$ cat config.mk
export PLATFORM = sky130hd
export DESIGN_NAME = mem_load_ctrl
export DESIGN_NICKNAME = d
export VERILOG_FILES = /design/src/rtl/mem_load_ctrl_pkg.sv /design/src/rtl/mem_load_ctrl_load_extend.sv /design/src/rtl/mem_load_ctrl.sv
export SDC_FILE = /design/constraint.sdc
export NUM_CORES = 1
export LEC_CHECK = 0
export ABC_AREA = 1
export BUFFER_PORTS_ARGS = -buffer_cell sky130_fd_sc_hd__buf_4
export CORE_UTILIZATION = 47
export CTS_CLUSTER_SIZE = 20
export DETAILED_ROUTE_END_ITERATION = 8
export GPL_ROUTABILITY_DRIVEN = 0
export PLACE_DENSITY = 0.84
export SYNTH_ARGS = -nofsm -noshare
export SYNTH_HDL_FRONTEND = slang
export SYNTH_SLANG_ARGS = --single-unit
$ cat constraint.sdc
create_clock -name clk_i -period 5.48 [get_ports clk_i]
set_input_delay 0.274 -clock clk_i [delete_from_list [all_inputs] [get_ports clk_i]]
set_output_delay 0.274 -clock clk_i [all_outputs]
set_load 0.03 [all_outputs]
$ cat src/rtl/mem_load_ctrl_pkg.sv
// Shared load op codes, engine state type and address-check helpers for the MEM-stage load path.
package mem_load_ctrl_pkg;

   localparam int LD_OP_W = 8;

   localparam logic [LD_OP_W-1:0] EXE_LB_OP  = 8'b1110_0000;
   localparam logic [LD_OP_W-1:0] EXE_LBU_OP = 8'b1110_0100;
   localparam logic [LD_OP_W-1:0] EXE_LH_OP  = 8'b1110_0001;
   localparam logic [LD_OP_W-1:0] EXE_LHU_OP = 8'b1110_0101;
   localparam logic [LD_OP_W-1:0] EXE_LW_OP  = 8'b1110_0011;

   typedef enum logic [1:0] {
      ST_IDLE = 2'd0,
      ST_REQ  = 2'd1,
      ST_WAIT = 2'd2,
      ST_DONE = 2'd3
   } ld_state_e;

   function automatic logic is_load(input logic [LD_OP_W-1:0] op);
      return (op == EXE_LB_OP) || (op == EXE_LBU_OP) || (op == EXE_LH_OP) ||
             (op == EXE_LHU_OP) || (op == EXE_LW_OP);
   endfunction

   function automatic logic is_misaligned(input logic [LD_OP_W-1:0] op, input logic [1:0] off);
      logic mis;
      mis = 1'b0;
      if (op == EXE_LH_OP || op == EXE_LHU_OP) mis = off[0];
      else if (op == EXE_LW_OP)                mis = (off != 2'b00);
      return mis;
   endfunction

endpackage

$ cat src/rtl/mem_load_ctrl_load_extend.sv
// Combinational lane select and sign/zero extension of a little-endian read word.
// Shared by the load engine and the forwarding path.
module load_extend
   import mem_load_ctrl_pkg::*;
#(
   parameter int DATA_W = 32
) (
   input  logic [LD_OP_W-1:0] op_i,
   input  logic [1:0]         off_i,
   input  logic [DATA_W-1:0]  rdata_i,
   output logic [DATA_W-1:0]  result_o
);

   logic [DATA_W-1:0] byte_shift;
   logic [DATA_W-1:0] half_shift;
   logic [7:0]        lane_b;
   logic [15:0]       lane_h;

   always_comb begin
      byte_shift = rdata_i >> {off_i, 3'b000};
      half_shift = rdata_i >> {off_i[1], 4'b0000};
      lane_b     = byte_shift[7:0];
      lane_h     = half_shift[15:0];
      case (op_i)
         EXE_LB_OP:  result_o = {{(DATA_W-8){lane_b[7]}}, lane_b};
         EXE_LBU_OP: result_o = {{(DATA_W-8){1'b0}}, lane_b};
         EXE_LH_OP:  result_o = {{(DATA_W-16){lane_h[15]}}, lane_h};
         EXE_LHU_OP: result_o = {{(DATA_W-16){1'b0}}, lane_h};
         default:    result_o = rdata_i;
      endcase
   end

endmodule

$ cat src/rtl/mem_load_ctrl.sv
// MEM-stage load engine: alignment check, word read over the req/addr_ok/data_ok bus,
// lane extraction, pipeline stall while the read is outstanding.
module mem_load_ctrl
   import mem_load_ctrl_pkg::*;
#(
   parameter int ADDR_W = 32,
   parameter int DATA_W = 32,
   parameter int OP_W   = LD_OP_W
) (
   input  logic              clk_i,
   input  logic              rst_i,
   input  logic              ld_valid_i,
   input  logic [OP_W-1:0]   ld_op_i,
   input  logic [ADDR_W-1:0] ld_addr_i,
   output logic              ld_ready_o,
   input  logic              flush_i,
   output logic              stall_o,
   output logic              data_req_o,
   output logic [ADDR_W-1:0] data_addr_o,
   output logic [1:0]        data_size_o,
   input  logic              data_addr_ok_i,
   input  logic              data_data_ok_i,
   input  logic [DATA_W-1:0] data_rdata_i,
   output logic              ld_done_o,
   output logic [DATA_W-1:0] ld_rdata_o,
   output logic              adel_o,
   output logic [ADDR_W-1:0] badvaddr_o
);

   ld_state_e         state_q, state_d;
   logic [OP_W-1:0]   op_q, op_d;
   logic [ADDR_W-1:0] addr_q, addr_d;
   logic              killed_q, killed_d;
   logic [DATA_W-1:0] rdata_q, rdata_d;
   logic              adel_q, adel_d;
   logic [ADDR_W-1:0] badvaddr_q, badvaddr_d;
   logic [DATA_W-1:0] ext_rdata;
   logic              capture;

   load_extend #(.DATA_W(DATA_W)) u_extend (
      .op_i     (op_q),
      .off_i    (addr_q[1:0]),
      .rdata_i  (data_rdata_i),
      .result_o (ext_rdata)
   );

   always_ff @(posedge clk_i or posedge rst_i) begin
      if (rst_i) begin
         state_q    <= ST_IDLE;
         op_q       <= '0;
         addr_q     <= '0;
         killed_q   <= 1'b0;
         rdata_q    <= '0;
         adel_q     <= 1'b0;
         badvaddr_q <= '0;
      end else begin
         state_q    <= state_d;
         op_q       <= op_d;
         addr_q     <= addr_d;
         killed_q   <= killed_d;
         rdata_q    <= rdata_d;
         adel_q     <= adel_d;
         badvaddr_q <= badvaddr_d;
      end
   end

   always_comb begin
      state_d    = state_q;
      op_d       = op_q;
      addr_d     = addr_q;
      killed_d   = killed_q;
      rdata_d    = rdata_q;
      adel_d     = 1'b0;
      badvaddr_d = badvaddr_q;
      capture    = 1'b0;
      case (state_q)
         ST_IDLE: begin
            if (ld_valid_i && !flush_i && is_load(ld_op_i)) begin
               if (is_misaligned(ld_op_i, ld_addr_i[1:0])) begin
                  adel_d     = 1'b1;
                  badvaddr_d = ld_addr_i;
               end else begin
                  op_d    = ld_op_i;
                  addr_d  = ld_addr_i;
                  state_d = ST_REQ;
               end
            end
         end
         // A flushed request stays on the bus until accepted so the slave sees a clean handshake.
         ST_REQ: begin
            killed_d = killed_q | flush_i;
            if (data_addr_ok_i) begin
               if (data_data_ok_i) begin
                  capture = 1'b1;
                  state_d = ST_DONE;
               end else begin
                  state_d = ST_WAIT;
               end
            end
         end
         ST_WAIT: begin
            killed_d = killed_q | flush_i;
            if (data_data_ok_i) begin
               capture = 1'b1;
               state_d = ST_DONE;
            end
         end
         default: begin
            killed_d = 1'b0;
            state_d  = ST_IDLE;
         end
      endcase
      if (capture && !killed_d) rdata_d = ext_rdata;
   end

   assign ld_ready_o  = (state_q == ST_IDLE);
   assign data_req_o  = (state_q == ST_REQ);
   assign stall_o     = (state_q == ST_REQ) || (state_q == ST_WAIT) ||
                        ((state_q == ST_DONE) && killed_q);
   assign data_addr_o = {addr_q[ADDR_W-1:2], 2'b00};
   assign data_size_o = 2'b10;
   assign ld_done_o   = (state_q == ST_DONE) && !killed_q && !flush_i;
   assign ld_rdata_o  = rdata_q;
   assign adel_o      = adel_q;
   assign badvaddr_o  = badvaddr_q;

endmodule

== Yosys cells after proc, flatten, opt, wreduce, memory -nomap -nowiden ==
Index checks and enable logic that the tools add are counted.
Storage, ports and cells
  register bits after elaboration: 108
Operators by class
  eq/ne operators: 16
  shift operators: 2
  muxes and demuxes: 18
  bitwise gates (word level): 2
  reduce and logical (&&, ||, !) cells: 22
Operators by type and width (number)
  $pmux W32 S4: 1
  $eq A8 B8 Y1 const B: 9
  $shr A32 B5 Y16: 1
  $shr A32 B5 Y8: 1
  $mux W1: 10
  $mux W2: 4
  $logic_or A1 B1 Y1: 7
  $logic_and A1 B1 Y1: 6
  $pmux W2 S3: 1
  $reduce_and A3 Y1: 2
  $eq A2 B2 Y1 const B: 2
  $ne A2 B1 Y1 const B: 2
  $ne A2 B2 Y1 const B: 2
  $pmux W1 S2: 2
  $reduce_and A4 Y1: 1
  $logic_not A1 Y1: 3
  $eq A2 B1 Y1 const B: 1
  $logic_not A2 Y1: 1
  $reduce_bool A2 Y1: 1
  $reduce_or A2 Y1: 1
  $not A1 Y1: 1
  $or A1 B1 Y1: 1

== Depth between registers and ports, before layout ==
  depth after elaboration: 11
  mapped depth: 11
  mapped depth without buffers: 9

== Modules after synthesis ==
Synthesis repeated with hierarchy kept, for this count alone.
Second synthesis, totals
  cells, all modules: 718
  area total of the unflattened synthesis: 5599.1 um2
By module, submodules not included
  mem_load_ctrl: times used 1, cells each 537, area an instance 4663.2 um2
  load_extend: times used 1, cells each 181, area an instance 935.9 um2

== Least setup slack after synthesis ==
Ideal clock, no wire load.
  path kind: reg-to-reg
  start point: register state_q[1]
  end point: register rdata_q[27] (netlist: ld_rdata_o[27])
  arrival time: 1.727 ns
  setup slack: 3.635 ns
  cell stages (with the launch flop): 11
  buffers on the path: 1
  clock period less this slack: 1.845 ns
  cell sequence: dfrtp_1 -> inv_1 -> ha_1 -> nand2_1 -> nand2_1 -> nand3_1 -> a21oi_4 -> buf_2 -> o21ai_0 -> nor2_1 -> nor2_1
Between the ends
  word-level cells in the longest chain between the ends: 5
  elaborated cells on any way between the ends: 8
Ends and longest elaborated chain
  start: declaration: RTL line mem_load_ctrl.sv:30  | ld_state_e state_q, state_d;
  start signal: assignment: RTL line mem_load_ctrl.sv:57  | state_q <= state_d;
  $eq A2 B1 Y1 (*)
  via data_req_o: RTL line mem_load_ctrl.sv:18  | output logic data_req_o,
  $reduce_or A2 Y1 (no source line)
  $pmux W1 S2: RTL line mem_load_ctrl.sv:76  | case (state_q)
  $logic_not A1 Y1: RTL line mem_load_ctrl.sv:113  | if (capture && !killed_d) rdata_d = ext_rdata;
  $logic_and A1 B1 Y1 (*): RTL line mem_load_ctrl.sv:113
  end signal: assignment: RTL line mem_load_ctrl.sv:61  | rdata_q <= rdata_d;
  end: declaration: RTL line mem_load_ctrl.sv:34  | logic [DATA_W-1:0] rdata_q, rdata_d;
Mark *: on every way through the listed nets, which the timed path passes. The rest lies on a longest branch.
A chain may end at the register's enable or synchronous reset.

== Final worst setup path ==
  start point: register op_q[1]
  end point: register rdata_q[0] (netlist: ld_rdata_o[0])
Between the ends
  word-level cells in the longest chain between the ends: 2
  elaborated cells on any way between the ends: 5
Ends and longest elaborated chain
  start: declaration: RTL line mem_load_ctrl.sv:31  | logic [OP_W-1:0] op_q, op_d;
  start signal: assignment: RTL line mem_load_ctrl.sv:58  | op_q <= op_d;
  $eq A8 B8 Y1: RTL line mem_load_ctrl_load_extend.sv:24  | case (op_i)
  $pmux W32 S4 (*): RTL line mem_load_ctrl_load_extend.sv:24
Every way passes the cells marked *; elsewhere a longest branch is shown, timed or not.

==> results.cfg <==
[outcome]
status = finished with violations
violations = negative hold slack

[sta]
setup_viol = 0
rsz0062_at_grt = no
fin_hold_ws_ps = -14.2
period_needed_ps = 2210
relSlewSlack = 0.407
tns_ps = 0
finalHoldViolCount = 15
fmax_ghz = 0.453
post-route-period-util = 0.403
skew_ps = 11.1
worst_pin_slew_ps = 888
postLayoutSetupSlackWorst_ps = 3270
report.final.slew_viol_count = 0

[pwr]
p_total_w = 0.00279
p_int_w = 0.00168
pwr-share-clk = 0.236
netSwitchingPower_w = 0.00112
power_leakage_nw = 3.86
pwr-share-seq = 0.383
power.density_nw_per_um2 = 401
combPwrFrac = 0.381
ir_worst_vdd_mv = 0.352
sw_frac_of_total = 0.400

[routing]
drt_iter0_drc = 344
drcViolationCount = 0
vias = 4881
firstDrtPassIters = 5
avgViaCountPerCell = 4.83
wl_per_cell_um = 13.6
final_antenna_net_count = 0
drt_wl_total_um = 13800

[setup_path]
reg2reg_from = op_q[1]$_DFFE_PP0P_
startpoint_type = flop
arrival_ps = 2490
cp-startpoint = op_q[1]$_DFFE_PP0P_
crit_type = reg2reg
path_max_fanout = 30
cp-end-kind = flop
cp.required_ps = 5760

[job]
maxCapViolCount = 0

[clock_network]
cts.sinks = 108
insertion_delay_ps = 340
hold_buffers = 0
post_cts_resized = 0
cts_tree = yes
post_cts_buffers = 0
ctsHtreeMaxLevel = 3
cts_buffer_depth = 2
cts_made_buffers = 9
clk_pin_slew_ps = 80
root_buffer = clkbuf_16

[die]
io-pin-count = 181
die_h_um = 111
rows = 39
start_util = 0.485
dieArea_um2 = 12300
die_width_um = 111
coreArea_um2 = 11500

[synth]
yosysWarnings = 0
yosysMostFrequentCell = nand2_1
syn-cell-area_um2 = 5560
synth_edf_count = 0
synthFlopType = dfrtp_1
seq_area_frac_synth = 0.486
synth_commonest_cells = nand2_1 (260), dfrtp_1 (108), nor2_1 (87), inv_1 (71), o21ai_1 (38)
synth_top_area_frac = 0.486
synth.area.top_cells = dfrtp_1 (49%), nand2_1 (18%), nor2_1 (5.9%)
yosysTopAreaCell = dfrtp_1
syn_inst = 735
async_flop_share = 1.00
synth_area_per_cell_um2 = 7.56
synth-seq-cells = 108
yosysUniqueCellTypes = 30

[global_route]
grt_max_degree = 72
grt_busiest_layer = met2
use_met3 = 0.0569
gr-total-overflow = 0
track_usage = 0.227
first_global_vias = 4688
grt_pass1_wl_um = 22700
antenna_found_initial = 0
met1_usage = 0.301
gr-usage-met2 = 0.371

[placed_design]
dp_hpwl_um = 9910
dp_worst_setup_slack_ps = 3310
port_buffers = 176

[layout]
drive_above_1_share = 0.245
nets = 946
syn2layout_area_growth_pct = 25.4
diodes = 0

[min_path]
hp-class = in2async
## cell families (layout without fill, tap and decap cells)
| family | Yosys count | after routing | share of synthesized area |
|---|---|---|---|
| and+or+nand+nor | 405 | 405 | 0.296 |
| AOI/OAI and AO/OA | 77 | 77 | 0.0777 |
| other | 2 | 4 | 0.00135 |
| buffers and inverters | 138 | 269 | 0.128 |
| adders and majority gates | 5 | 5 | 0.0113 |
| DFF | 108 | 108 | 0.486 |
## state kept, by name, summed over array words and instances (netlist names)
name,cells
op_q,8
state_q,2
badvaddr_o,32
adel_o,1
ld_rdata_o,32
addr_q,32
killed_q,1
## power groups by stage
stage / Clock (W) / Sequential [W] / Combinational [W]
3_5_place_dp: 0 / 0.00108 / 0.00107
6_report: 0.000661 / 0.00107 / 0.00106
3_3_place_gp: 0 / 0.00108 / 0.00105
5_1_grt: 0.000702 / 0.00109 / 0.00116
4_1_cts: 0.000675 / 0.00107 / 0.00107
2_1_floorplan: 0 / 0.00128 / 0.000514
## per-stage QoR
stage | util | hold WS [ps] | instance area [um2] | cells
after floorplan | - | 391 | 5570 | 737
after global placement | 0.581 | 380 | 6670 | 995
after detailed placement | 0.581 | 386 | 6670 | 995
after CTS | 0.608 | 10.7 | 6970 | 1011
after global routing | 0.608 | 28.7 | 6970 | 1011
final | 0.608 | -14.2 | 6970 | 1011
## layout make-up
cell class,instances,area [um2]
Sequential cell,108,2700
Clock buffer,9,225
Timing Repair Buffer,180,1350
Multi-Input combinational cell,491,2150
Clock inverter,7,81.3
Fill cell,1044,4500
Inverter,73,279
Tap cell,143,179
## path summary, 6_finish.rpt
kind,cells after the start,slack [ps],to
worst max-delay path,9,3270,ld_rdata_o[0]$_DFFE_PP0P_
worst min-delay path,2,-10,ld_rdata_o[23]$_DFFE_PP0P_
worst max register to register,9,3270,ld_rdata_o[0]$_DFFE_PP0P_
worst min register to register,2,480,badvaddr_o[20]$_DFFE_PP0P_
max in group asynchronous,3,4290,badvaddr_o[7]$_DFFE_PP0P_
min in group clk_i,3,130,badvaddr_o[14]$_DFFE_PP0P_
## worst max-delay path, cell delays in order (launching register included)
cell and delay [ps]:
dfrtp_1 410, inv_1 100, nand2_1 50, nor2_1 90, nand2_1 270, inv_1 760
nand2_1 180, nor2_1 140, nor2_1 50, nor2_1 70
## cells in the final DEF, fill, tap and decap left out
master	count
nand2_1	260
buf_4	180
dfrtp_1	108
nor2_1	87
inv_1	70
o21ai_1	38
nand3_1	26
o21ai_0	19
nand4_1	18
clkbuf_16	9
o21a_1	7
a21oi_1	5
o211ai_1	5
ha_1	5
nand2_2	4
conb_1	4
nor2_2	3
or2_2	2
inv_4	2
nor3_1	2
clkinv_4	2
clkinv_8	2
inv_8	2
nand3_2	1
nor2_4	1
inv_2	1
o21ai_2	1
a21oi_4	1
nand2_4	1
o22ai_1	1
inv_6	1
## metal layers
metal / share of wire / up-vias
met2: 0.47 / 192
met4: 0.010 / 0
met3: 0.086 / 12
met1: 0.43 / 2192
li1: - / 2485
met5: 0 / -
No activity file was read; power rests on OpenSTA's default activity.
